File: config.mk
export PLATFORM = sky130hd
export DESIGN_NAME = id_ex_pipe
export DESIGN_NICKNAME = d
export VERILOG_FILES = /design/src/rtl/id_ex_pipe.sv
export SDC_FILE = /design/constraint.sdc
export NUM_CORES = 1
export LEC_CHECK = 0
export BUFFER_PORTS_ARGS = -buffer_cell sky130_fd_sc_hd__buf_2
export CAP_MARGIN = 10
export CORE_AREA = 2 2 134 136
export DETAILED_ROUTE_END_ITERATION = 8
export DIE_AREA = 0 0 136 138
export PLACE_DENSITY = 0.68
export SYNTH_ARGS = -nofsm -noshare
export SYNTH_HDL_FRONTEND = slang
export SYNTH_SLANG_ARGS = --single-unit
export TNS_END_PERCENT = 50
File: constraint.sdc
create_clock -name clk_i -period 3.35 [get_ports clk_i]
set_input_delay 0.1675 -clock clk_i [delete_from_list [all_inputs] [get_ports clk_i]]
set_output_delay 0.1675 -clock clk_i [all_outputs]
set_load 0.05 [all_outputs]
File: src/rtl/id_ex_pipe.sv
// ID/EX pipeline register: captures decoded control/operands, inserts bubbles on
// load-use or flush, holds on stall, and counts load-use bubbles with saturation.
module id_ex_pipe #(
  parameter int DATA_W = 32,
  parameter int CNT_W  = 16
) (
  input  logic              clk_i,
  input  logic              rst_i,
  input  logic              stall_i,
  input  logic              bubble_i,
  input  logic              flush_i,
  input  logic              RegWrite_i,
  input  logic              MemtoReg_i,
  input  logic              MemRead_i,
  input  logic              MemWrite_i,
  input  logic [1:0]        ALUOp_i,
  input  logic              ALUSrc_i,
  input  logic [DATA_W-1:0] PC_i,
  input  logic [DATA_W-1:0] RS1data_i,
  input  logic [DATA_W-1:0] RS2data_i,
  input  logic [DATA_W-1:0] Imm_i,
  input  logic [9:0]        Funct_i,
  input  logic [4:0]        RS1_i,
  input  logic [4:0]        RS2_i,
  input  logic [4:0]        RD_i,
  output logic              RegWrite_o,
  output logic              MemtoReg_o,
  output logic              MemRead_o,
  output logic              MemWrite_o,
  output logic [1:0]        ALUOp_o,
  output logic              ALUSrc_o,
  output logic [DATA_W-1:0] PC_o,
  output logic [DATA_W-1:0] RS1data_o,
  output logic [DATA_W-1:0] RS2data_o,
  output logic [DATA_W-1:0] Imm_o,
  output logic [9:0]        Funct_o,
  output logic [4:0]        RS1_o,
  output logic [4:0]        RS2_o,
  output logic [4:0]        RD_o,
  output logic              Valid_o,
  output logic [CNT_W-1:0]  BubbleCnt_o
);

  localparam logic [DATA_W-1:0] DATA_ZERO = {DATA_W{1'b0}};
  localparam logic [CNT_W-1:0]  CNT_MAX   = {CNT_W{1'b1}};
  localparam logic [CNT_W-1:0]  CNT_ONE   = {{(CNT_W-1){1'b0}}, 1'b1};

  logic clear;
  logic count_en;

  // Bubble and flush both squash the entry; only a bubble is counted.
  always_comb begin
    clear    = 1'b0;
    count_en = 1'b0;
    if (!stall_i) begin
      clear    = flush_i | bubble_i;
      count_en = bubble_i && (BubbleCnt_o != CNT_MAX);
    end else begin
      clear    = 1'b0;
      count_en = 1'b0;
    end
  end

  // Pipeline payload: reset > stall hold > squash > load.
  always_ff @(posedge clk_i) begin
    if (rst_i || (!stall_i && clear)) begin
      RegWrite_o <= 1'b0;
      MemtoReg_o <= 1'b0;
      MemRead_o  <= 1'b0;
      MemWrite_o <= 1'b0;
      ALUOp_o    <= 2'b00;
      ALUSrc_o   <= 1'b0;
      PC_o       <= DATA_ZERO;
      RS1data_o  <= DATA_ZERO;
      RS2data_o  <= DATA_ZERO;
      Imm_o      <= DATA_ZERO;
      Funct_o    <= 10'd0;
      RS1_o      <= 5'd0;
      RS2_o      <= 5'd0;
      RD_o       <= 5'd0;
      Valid_o    <= 1'b0;
    end else if (!stall_i) begin
      RegWrite_o <= RegWrite_i;
      MemtoReg_o <= MemtoReg_i;
      MemRead_o  <= MemRead_i;
      MemWrite_o <= MemWrite_i;
      ALUOp_o    <= ALUOp_i;
      ALUSrc_o   <= ALUSrc_i;
      PC_o       <= PC_i;
      RS1data_o  <= RS1data_i;
      RS2data_o  <= RS2data_i;
      Imm_o      <= Imm_i;
      Funct_o    <= Funct_i;
      RS1_o      <= RS1_i;
      RS2_o      <= RS2_i;
      RD_o       <= RD_i;
      Valid_o    <= 1'b1;
    end else begin
      Valid_o    <= Valid_o;
    end
  end

  // Saturating load-use bubble counter; never wraps.
  always_ff @(posedge clk_i) begin
    if (rst_i) begin
      BubbleCnt_o <= {CNT_W{1'b0}};
    end else if (count_en) begin
      BubbleCnt_o <= BubbleCnt_o + CNT_ONE;
    end else begin
      BubbleCnt_o <= BubbleCnt_o;
    end
  end

endmodule

; ---- Word-level counts from Yosys, hierarchy flattened
; Index checks and enable logic that the tools add are counted.
[totals]
register_bits = 177
output_inout_bits = 177
wordCells = 25
[classes]
n_addsub = 1
n_eq_ne = 1
mux = 2
bitwise = 1
reduce_logical = 4
[op_table]
columns = cell, n
row1 = $add 16x1->16 const B, 1
row2 = $ne 16x16->1 const B, 1
row3 = $logic_and 1x1->1, 2
row4 = $mux 1, 2
row5 = $logic_not 1->1, 1
row6 = $logic_or 1x1->1, 1
row7 = $or 1x1->1, 1

; ---- Depth between registers and ports, before layout
[logic_depth]
ltp_word = 4
ltp_mapped = 6

; ---- Worst setup path before layout
; OpenSTA, ideal clock, no wires.
[synth_timing]
path_type = register to register
startpoint = reg BubbleCnt_o[6]
endpoint = reg BubbleCnt_o[15]
t_arrival_ns = 2.162
path_slack_ns = 1.118
path_stages_with_launch = 6
synth_period_minus_slack_ns = 2.232
path_cell_list = dfxtp_1 > clkinv_1 > or4_1 > buf_2 > or4_1 > a21oi_1
[synth_between]
elab_chain_cells = 3
word_cells_on_any_way = 4
classes_between = add/sub: 1 / eq/ne: 1 / mux: 1 / reduce/logical: 1
[synth_lines]
columns = element, line_no
row1 = "start, declared", 41  ; output logic [CNT_W-1:0] BubbleCnt_o
row2 = "start signal, assigned", 106  ; BubbleCnt_o <= {CNT_W{1'b0}};
row3 = "start signal, assigned", 108  ; BubbleCnt_o <= BubbleCnt_o + CNT_ONE;
row4 = "start signal, assigned", 110  ; BubbleCnt_o <= BubbleCnt_o;
row5 = branches (longest 3 deep; another with $add 16x1->16), -
; Several ways; the timed one is not identified.
; A chain may end at the register's enable or synchronous reset.

; ---- Final worst setup path
; Same ends and word-level chain as after synthesis.

==> flow_summary.yaml <==
clock_tree:
  cts_htree_levels: 4
  path_clk_slew_ps: 70
  cts.path.max_buffers: 2
  tritoncts: "yes"
  cts-buffers-inserted: 17
  postCtsSetupRepairBufs: 0
  clkSinkCount: 177
  worstSkewPairLatency_ps: 420
  cts_root_buf: "clkbuf_16"
  cts_resized: 0
synth:
  yosys.area_share.simple: 0.136
  ys.flop_type: "dfxtp_1"
  synth_xor_area_frac: 0
  synth_area_leader_cell: "dfxtp_1"
  synth.distinct_cells: 34
  synth-async-reset-ratio: 0
  synth_top_family_by_area: "multiplexers"
  synth_compound_area_frac: 0.0291
  yosysWarnings: 0
  avgSynthCellArea_um2: 10.4
  syn_area_um2: 6420
  ys_ff_latch: 177
  syn_inst: 617
  synth_top_area_share: 0.552
  yosys-top-cells-area: "dfxtp_1 (55%), mux2i_1 (25%), nor2_1 (9.5%)"
  synthAdderAreaFrac: 0.00195
  ys_seq_area_frac: 0.552
  synth_nets: 783
  synth_edf_count: 0
  synthMuxAreaShare: 0.255
detailed_routing:
  vias: 6256
  viasPerCell: 4.67
  drc_errors: 0
  drt_wl_total_um: 20000
  ant_nets: 0
  routedWlPerCell_um: 14.9
  dr.pass1.iters: 4
  dr.first_iter.drc_count: 193
critical_path:
  rrSetupSlack_ps: 1360
  end_kind: "flop"
  critPathKind: "flop to flop"
  required_ps: 3700
  r2r_end: "BubbleCnt_o[15]"
  crit_arrival_ps: 2340
  endpoint: "BubbleCnt_o[15]"
  cp-start-kind: "flop"
  critPathMaxFanout: 8
  rr_startpoint: "BubbleCnt_o[6]"
  reg2reg_depth: 4
  startpoint: "BubbleCnt_o[6]"
placed_design:
  gp_congestion: 0.790
  dpl_cell_area_um2: 8340
  io_buffers: 341
  dp_hpwl_um: 12200
die:
  rows: 49
  ios: 342
  die_y_um: 138
  die-area_um2: 18800
  core-area_um2: 17500
  initial_core_util: 0.366
  die_w_um: 136
global_routing:
  grt_max_degree: 88
  grt_util_all_layers: 0.209
  overflow: 0
  antenna_found_initial: 0
  grt_pass1_vias: 6510
  grt_first_pass_wirelength_um: 31500
power_and_ir_drop:
  ir_worst_vdd_mv: 0.342
  clkPwrFrac: 0.386
  p_leak_nw: 5.28
  pwr-share-seq: 0.437
  netSwitchingFraction: 0.285
  internal_power_mw: 3.65
  power_frac_comb: 0.177
  netSwitchingPower_mw: 1.46
  powerDensity_nw_per_um2: 488
timing:
  period_share: 0.593
  relSlewSlack: 0.421
  min_period_ps: 1990
  hold_viol: 0
  tightest_slew_ps: 861
  fin_skew_ps: 8.83
  fmax_ghz: 0.503
  setup_tns_ps: 0
  rsz0062_at_grt: "no"
  slew_violations: 0
  setup_viol: 0
min_path:
  hold_class: "input port to flop"
final_layout:
  diodes: 0
  final_area_um2: 10500
  seq_area_um2: 3540
  drive_gt1_frac: 0.345
  syn2layout_area_growth_pct: 63.3
  fillers: 1419
  multi_input_area_um2: 2720
  nNetsFinal: 1266
job:
  cap_violations: 0
status:
  status: "complete, no violations"
## critical path: stages, from the launching register on
cell and delay (ps):
dfxtp_1 430, clkinv_1 130, or4_1 670, or4_1 540
a21oi_1 150
## area by class of cell
cell class,count,share of cell area
inverter,4,0.00143
timing repair buffer,502,0.319
sequential,177,0.338
tap,229,0.0273
clock buffer,18,0.0410
multi-input combinational,398,0.259
clock inverter,13,0.0144
## synth_stat cells, types with 2 or more instances
library cell / instances
or3_1: 4
inv_1: 2
nand2_1: 8
buf_2: 9
nand4_1: 4
nor2_1: 163
nor4_1: 4
nor2b_1: 2
dfxtp_1: 177
o21ai_0: 5
o31ai_1: 6
a21oi_1: 12
or4_1: 5
clkbuf_1: 23
mux2i_1: 161
buf_1: 6
nand3_1: 5
o211ai_1: 2
clkinv_1: 2
mux2_2: 2
or3_2: 2
## state kept, by name, indices dropped and copies added, names as in the netlist
name,cells
RS2_o,5
ALUSrc_o,1
Funct_o,10
RD_o,5
PC_o,32
RS1_o,5
Valid_o,1
MemtoReg_o,1
RS1data_o,32
BubbleCnt_o,16
MemWrite_o,1
RS2data_o,32
RegWrite_o,1
ALUOp_o,2
Imm_o,32
MemRead_o,1
## cells by family (layout without fill, tap and decap cells)
kind of cell,Yosys count,in the layout
AND/OR/NAND/NOR,204,204
adder cells (fa/ha/maj),1,1
buffers and inverters,42,537
multiplexers,163,163
flip-flops,177,177
AO/OA/AOI/OAI,30,30
## how the worst min path moves through the flow
stage	to	cells past startpoint	slack, ps	startpoint
2_1_floorplan	BubbleCnt_o[15]	1	240	rst_i
3_3_place_gp	RegWrite_o	3	390	RegWrite_i
3_5_place_dp	Imm_o[16]	3	400	Imm_i[16]
4_1_cts	RS2data_o[0]	3	3	RS2data_i[0]
5_1_grt	Imm_o[19]	3	20	Imm_i[19]
6_report	RS2data_o[0]	3	20	RS2data_i[0]
## per-stage QoR
| step | hold WS (ps) | setup WS (ps) | std cells | power [mW] | util |
|---|---|---|---|---|---|
| after floorplan | 237 | 1120 | 617 | 2.80 | - |
| after global placement | 394 | 1400 | 1154 | 3.02 | 0.476 |
| after detailed placement | 403 | 1380 | 1154 | 3.03 | 0.476 |
| after CTS | 3.22 | 1360 | 1341 | 5.15 | 0.598 |
| after global routing | 17.4 | 1250 | 1341 | 5.31 | 0.598 |
| final | 18.0 | 1360 | 1341 | 5.11 | 0.598 |
## cell usage in the layout (no fill, tap or decap), types with 2 or more instances in the layout
cell type / n
o21ai_0: 5
mux2i_1: 161
mux2_2: 2
nor2b_1: 2
inv_6: 4
o31ai_1: 6
or3_2: 2
nand3_1: 5
clkinvlp_4: 4
or3_1: 4
dfxtp_1: 177
buf_12: 2
nand4_1: 4
dlygate4sd3_1: 156
clkbuf_16: 17
o211ai_1: 2
bufinv_16: 2
nand2_1: 8
inv_1: 2
buf_4: 3
nor4_1: 4
nor2_1: 163
or4_1: 5
buf_2: 340
a21oi_1: 12
clkinv_4: 3
clkinv_1: 2
## power by group through the flow
stage               logic (mW)  registers, mW  clock network, mW
floorplan                0.225           2.57                  0
finish                   0.907           2.23               1.97
CTS                      0.894           2.23               2.02
global placement         0.743           2.28                  0
global route             0.957           2.24               2.11
detailed placement       0.747           2.28                  0
## what timing repair did
item	CTS	global route
hold endpoints to repair	156	0
setup endpoints to repair	0	0
hold buffers	156	0
## metal layers
layer  track usage  wire, um  vias up
li1              -         -     3065
met1         0.222      7850     2919
met2         0.383     10400      219
met3        0.0473      1050       53
met4         0.104       741        0
met5             0         0        -
(Power assumes the default switching activity.)
